==> config.mk <==
export PLATFORM = sky130hd
export DESIGN_NAME = uart_tx_arbiter
export DESIGN_NICKNAME = d
export VERILOG_FILES = /design/src/rtl/uart_tx_arbiter.sv
export SDC_FILE = /design/constraint.sdc
export NUM_CORES = 1
export LEC_CHECK = 0
export CAP_MARGIN = 20
export CORE_ASPECT_RATIO = 2
export CORE_MARGIN = 4
export CORE_UTILIZATION = 45
export DETAILED_ROUTE_END_ITERATION = 12
export PLACE_DENSITY = 0.85
export REMOVE_ABC_BUFFERS = 1
export SYNTH_ARGS = -nofsm -noshare
export SYNTH_HDL_FRONTEND = slang
export SYNTH_SLANG_ARGS = --single-unit
export TNS_END_PERCENT = 5
==> constraint.sdc <==
create_clock -name clk -period 12.6 [get_ports clk]
set_input_delay 3.15 -clock clk [delete_from_list [all_inputs] [get_ports clk]]
set_output_delay 3.15 -clock clk [all_outputs]
set_load 0.005 [all_outputs]
==> src/rtl/uart_tx_arbiter.sv <==
// uart_tx_arbiter: round-robin share of one uart_transmitter.
// Optional per-requester lock keeps multi-byte frames together.
//
// Ports:
//   clk, l_ready_reset        clock, async active-high reset
//   req, lock, req_data       per-requester request/lock/byte
//   ack                       one-cycle pulse, byte latched
//   done                      one-cycle pulse, byte finished
//   grant_id                  owner of current/last byte
//   tx_data, tx_send, tx_busy transmitter handshake
//   active                    state is not IDLE
//   err_timeout               sticky, tx never went busy
//   sent_count                completed bytes, wrapping
module uart_tx_arbiter #(
  parameter int NUM_REQ      = 4,
  parameter int BUSY_TIMEOUT = 4096,
  parameter int CNT_W        = 16
) (
  input  logic                 clk,
  input  logic                 l_ready_reset,
  input  logic [NUM_REQ-1:0]   req,
  input  logic [NUM_REQ-1:0]   lock,
  input  logic [8*NUM_REQ-1:0] req_data,
  output logic [NUM_REQ-1:0]   ack,
  output logic                 done,
  output logic [2:0]           grant_id,
  output logic [7:0]           tx_data,
  output logic                 tx_send,
  input  logic                 tx_busy,
  output logic                 active,
  output logic                 err_timeout,
  output logic [CNT_W-1:0]     sent_count
);

  localparam int TW = $clog2(BUSY_TIMEOUT + 1);

  typedef enum logic [1:0] {
    IDLE,
    SEND,
    WAIT_DONE
  } state_t;

  state_t        state;
  logic [2:0]    ptr;
  logic [TW-1:0] tcnt;

  logic       hold;
  logic [2:0] rr_win;
  logic [2:0] win;
  logic [2:0] nxt_ptr;
  logic [7:0] win_data;
  int         best;

  // Lock holder keeps the grant; otherwise the
  // requester closest to ptr (upward, wrapping) wins.
  always_comb begin
    hold   = 1'b0;
    rr_win = grant_id;
    best   = NUM_REQ;
    for (int i = 0; i < NUM_REQ; i++) begin
      if (grant_id == 3'(i) && req[i] && lock[i])
        hold = 1'b1;
      if (req[i] &&
          ((i + NUM_REQ - int'(ptr)) % NUM_REQ) < best) begin
        best   = (i + NUM_REQ - int'(ptr)) % NUM_REQ;
        rr_win = 3'(i);
      end
    end
    win      = hold ? grant_id : rr_win;
    nxt_ptr  = (win == 3'(NUM_REQ - 1)) ? 3'd0 : win + 3'd1;
    win_data = 8'h00;
    for (int i = 0; i < NUM_REQ; i++)
      if (win == 3'(i))
        win_data = req_data[8*i +: 8];
  end

  always_ff @(posedge clk or posedge l_ready_reset) begin
    if (l_ready_reset) begin
      state       <= IDLE;
      ptr         <= 3'd0;
      tcnt        <= '0;
      ack         <= '0;
      done        <= 1'b0;
      grant_id    <= 3'd0;
      tx_data     <= 8'h00;
      err_timeout <= 1'b0;
      sent_count  <= '0;
    end else begin
      ack  <= '0;
      done <= 1'b0;
      unique case (state)
        IDLE: begin
          if (|req) begin
            tx_data  <= win_data;
            grant_id <= win;
            ptr      <= nxt_ptr;
            ack      <= NUM_REQ'(1) << win;
            tcnt     <= '0;
            state    <= SEND;
          end
        end
        SEND: begin
          if (tx_busy) begin
            state <= WAIT_DONE;
          end else if (tcnt == TW'(BUSY_TIMEOUT - 1)) begin
            err_timeout <= 1'b1;
            state       <= IDLE;
          end else begin
            tcnt <= tcnt + TW'(1);
          end
        end
        WAIT_DONE: begin
          if (!tx_busy) begin
            state      <= IDLE;
            done       <= 1'b1;
            sent_count <= sent_count + CNT_W'(1);
          end
        end
        default: state <= IDLE;
      endcase
    end
  end

  assign tx_send = (state == SEND);
  assign active  = (state != IDLE);

endmodule

==> impl_metrics.ini <==
[synth]
yosysSeqAreaShare = 0.420
synth.most_common_cell = dfrtp_1
synth_flop_cell = dfrtp_1
yosys.cell_types.count = 51
synthCells = 321
synth_area_leaders = dfrtp_1 42%, ha_1 6.2%, nand2_1 4.0%
synth_edf_count = 0
async_flop_share = 1.00
postSynthAreaPerCell_um2 = 9.47
syn_area_um2 = 3040
ys_warn_count = 0
yosys.area.top_type = dfrtp_1
ys_ff_latch = 51
synthTopCellsByCount = 51 x dfrtp_1, 32 x nand2_1, 26 x nor2_1, 15 x ha_1
yosysTopAreaCellShare = 0.420

[layout]
final_layout_size_suffix_gt1_frac = 0.0631
n_antenna_cell = 0
final_area_um2 = 4050
num-fill-cells = 566
nets = 454
area_delta_synth_final_pct = 33.1
seqCellArea_um2 = 1280
multiInputGateArea_um2 = 1680

[detailed_routing]
via_per_inst = 5.60
post-route-drc-count = 0
avgRoutedWirePerCell_um = 17.3
dr_total_vias = 2709
firstDrtPassIters = 4
drtIter0Drc = 157
wirelength_um = 8360
ant_nets = 0

[sta]
period_needed_ns = 9.19
layout_setup_ws_ns = 3.41
hold_viol = 0
slew_violations = 0
min_period_over_period = 0.730
rsz0062_at_grt = no
slew_headroom = 0.459
tightest_slew_ns = 0.811
skew_ns = 0.00415
setup_tns_ns = 0
clock.fmax_mhz = 109
finalSetupViolations = 0

[clock_tree]
cts-buffers-inserted = 5
htreeDepth = 2
cts-root-buf = clkbuf_16
clk_pin_slew_worst_paths_ns = 0.06
clk_latency_ns = 0.29
post_cts_buffers = 0
postCtsHoldBufs = 0
clock_sinks = 51
clockBufferDepth = 2
post_cts_resized = 0
cts_tree = yes

[place]
hpwlAfterDp_um = 6360
place_ws_ns = 3.25
gp_congestion = 0.888
numPortBuffers = 77
placed_area_um2 = 3880

[floorplanning]
start_util = 0.459
rows = 42
die_height_um = 124
io_pins = 78
dieArea_um2 = 8210
dieWidth_um = 66.1
coreArea_um2 = 6620

[grt]
gr-usage-all-layers = 0.213
grt_max_degree = 52
overflow = 0
grt_pass1_vias = 2839
grt_pass1_wl_um = 13800
antenna_found_initial = 0

[worst_setup_path]
crit_path_cell_trace = clkdlybuf4s50_1, nand2_1, ha_1, or2b_1, o211ai_1, a311oi_1, or2_2, ha_1, nor3_1, mux2_2, a22oi_1, mux2_2, ha_1, nand2_1, o31ai_1, o311ai_2, a41oi_2, nor2_1, ha_1, nor2b_1, a221oi_1, nor3_1, a21oi_1, o31ai_1
startpoint_type = primary input
path_class = in2reg
crit_fanout = 10
crit_required_ns = 12.79
worst_path_max_delay_cell = a311oi_1
max_stage_delay_ns = 0.65
critPathArrivalTime_ns = 9.38
endpoint_kind = register
crit_path_frequent_cell = ha_1

[power_and_ir_drop]
leakage_nw = 1.75
p_per_area_nw_per_um2 = 196
ir_drop_mv = 0.117
power_uw = 794

[run]
drv_cap = 0

[hold_path]
min_path_type = reg2reg

[status]
status = finished clean
==> sequential cells by signal, summed over array words and instances (netlist names) <==
signal / flops
grant_id: 3
state: 2
ptr: 3
tcnt: 13
tx_data: 8
ack: 4
done: 1
err_timeout: 1
sent_count: 16
==> area by class of cell <==
class,instances,share of cell area
Tap cell,88,0.0272
Timing Repair Buffer,80,0.199
Clock inverter,1,0.00124
Inverter,10,0.00928
Multi-Input combinational cell,248,0.414
Clock buffer,6,0.0343
Sequential cell,51,0.315
==> cells in the final DEF (no fill, tap or decap), drive strengths merged, types with 2 or more instances in the layout <==
cell / synthesis / final
a21o: 2 / 2
a21oi: 13 / 13
a221oi: 8 / 8
a31oi: 2 / 2
a32oi: 2 / 2
and2: 2 / 2
and2b: 2 / 2
and3: 10 / 10
and4: 4 / 4
buf: 4 / 3
clkbuf: 8 / 6
clkdlybuf4s50: 0 / 77
dfrtp: 51 / 51
ha: 15 / 15
inv: 10 / 10
mux2: 3 / 3
nand2: 33 / 33
nand2b: 5 / 5
nand3: 13 / 13
nand4: 11 / 11
nor2: 26 / 26
nor2b: 10 / 10
nor3: 11 / 11
nor3b: 2 / 2
o211a: 3 / 3
o211ai: 2 / 2
o21ai: 10 / 10
o31ai: 11 / 11
or2: 3 / 3
or3b: 2 / 2
xnor2: 12 / 12
xor2: 13 / 13
==> worst paths after layout <==
path	slack (ns)	startpoint	cells after the start	endpoint
worst max register to register	5.62	ptr[0]	27	tx_data[1]
max in group asynchronous	9.00	l_ready_reset	3	state[0]
worst min-delay path	0.46	err_timeout	1	err_timeout
min in group asynchronous	3.11	l_ready_reset	2	sent_count[12]
worst min register to register	0.46	err_timeout	1	err_timeout
worst max-delay path	3.41	req[0]	24	tx_data[1]
==> stage by stage <==
step,instances,hold WS (ns),util
4_1_cts,482,0.465,0.607
3_3_place_gp,474,0.445,0.584
2_1_floorplan,309,0.451,-
5_1_grt,484,0.502,0.611
6_report,484,0.461,0.611
3_5_place_dp,475,0.446,0.586
==> power breakdown <==
part           internal [mW]  switching [mW]  total, mW  leakage, nW
Combinational          0.201           0.231      0.432        0.997
Clock                 0.0776          0.0555      0.133       0.0727
Sequential             0.198          0.0308      0.229        0.682
Total                  0.477           0.317      0.794         1.75
==> metal layers <==
metal,part of all wire,GRT usage,vias up,routed length (µm)
met5,0,0,-,0
met2,0.57,0.394,74,4800
li1,-,-,1315,-
met4,0.036,0.0826,0,298
met1,0.36,0.232,1296,2990
met3,0.033,0.0307,24,272
==> cell families (layout without fill, tap and decap cells) <==
| group | Yosys count | in the layout | share of synthesized area |
|---|---|---|---|
| DFF | 51 | 51 | 0.420 |
| and+or+nand+nor | 138 | 138 | 0.238 |
| xor gates and xnor gates | 25 | 25 | 0.0720 |
| muxes | 3 | 3 | 0.0111 |
| buffers and inverters | 22 | 97 | 0.0288 |
| AOI/OAI and AO/OA | 67 | 67 | 0.168 |
| adders and majority gates | 15 | 15 | 0.0618 |
==> worst max-delay path: cells and delay by family <==
kind            cells  cell delay [ns]
simple gates        8             1.43
fa+ha+maj           4             1.14
compound gates      9             2.42
buf+inv             1             0.57
mux                 2             0.67
(Power assumes the default switching activity.)
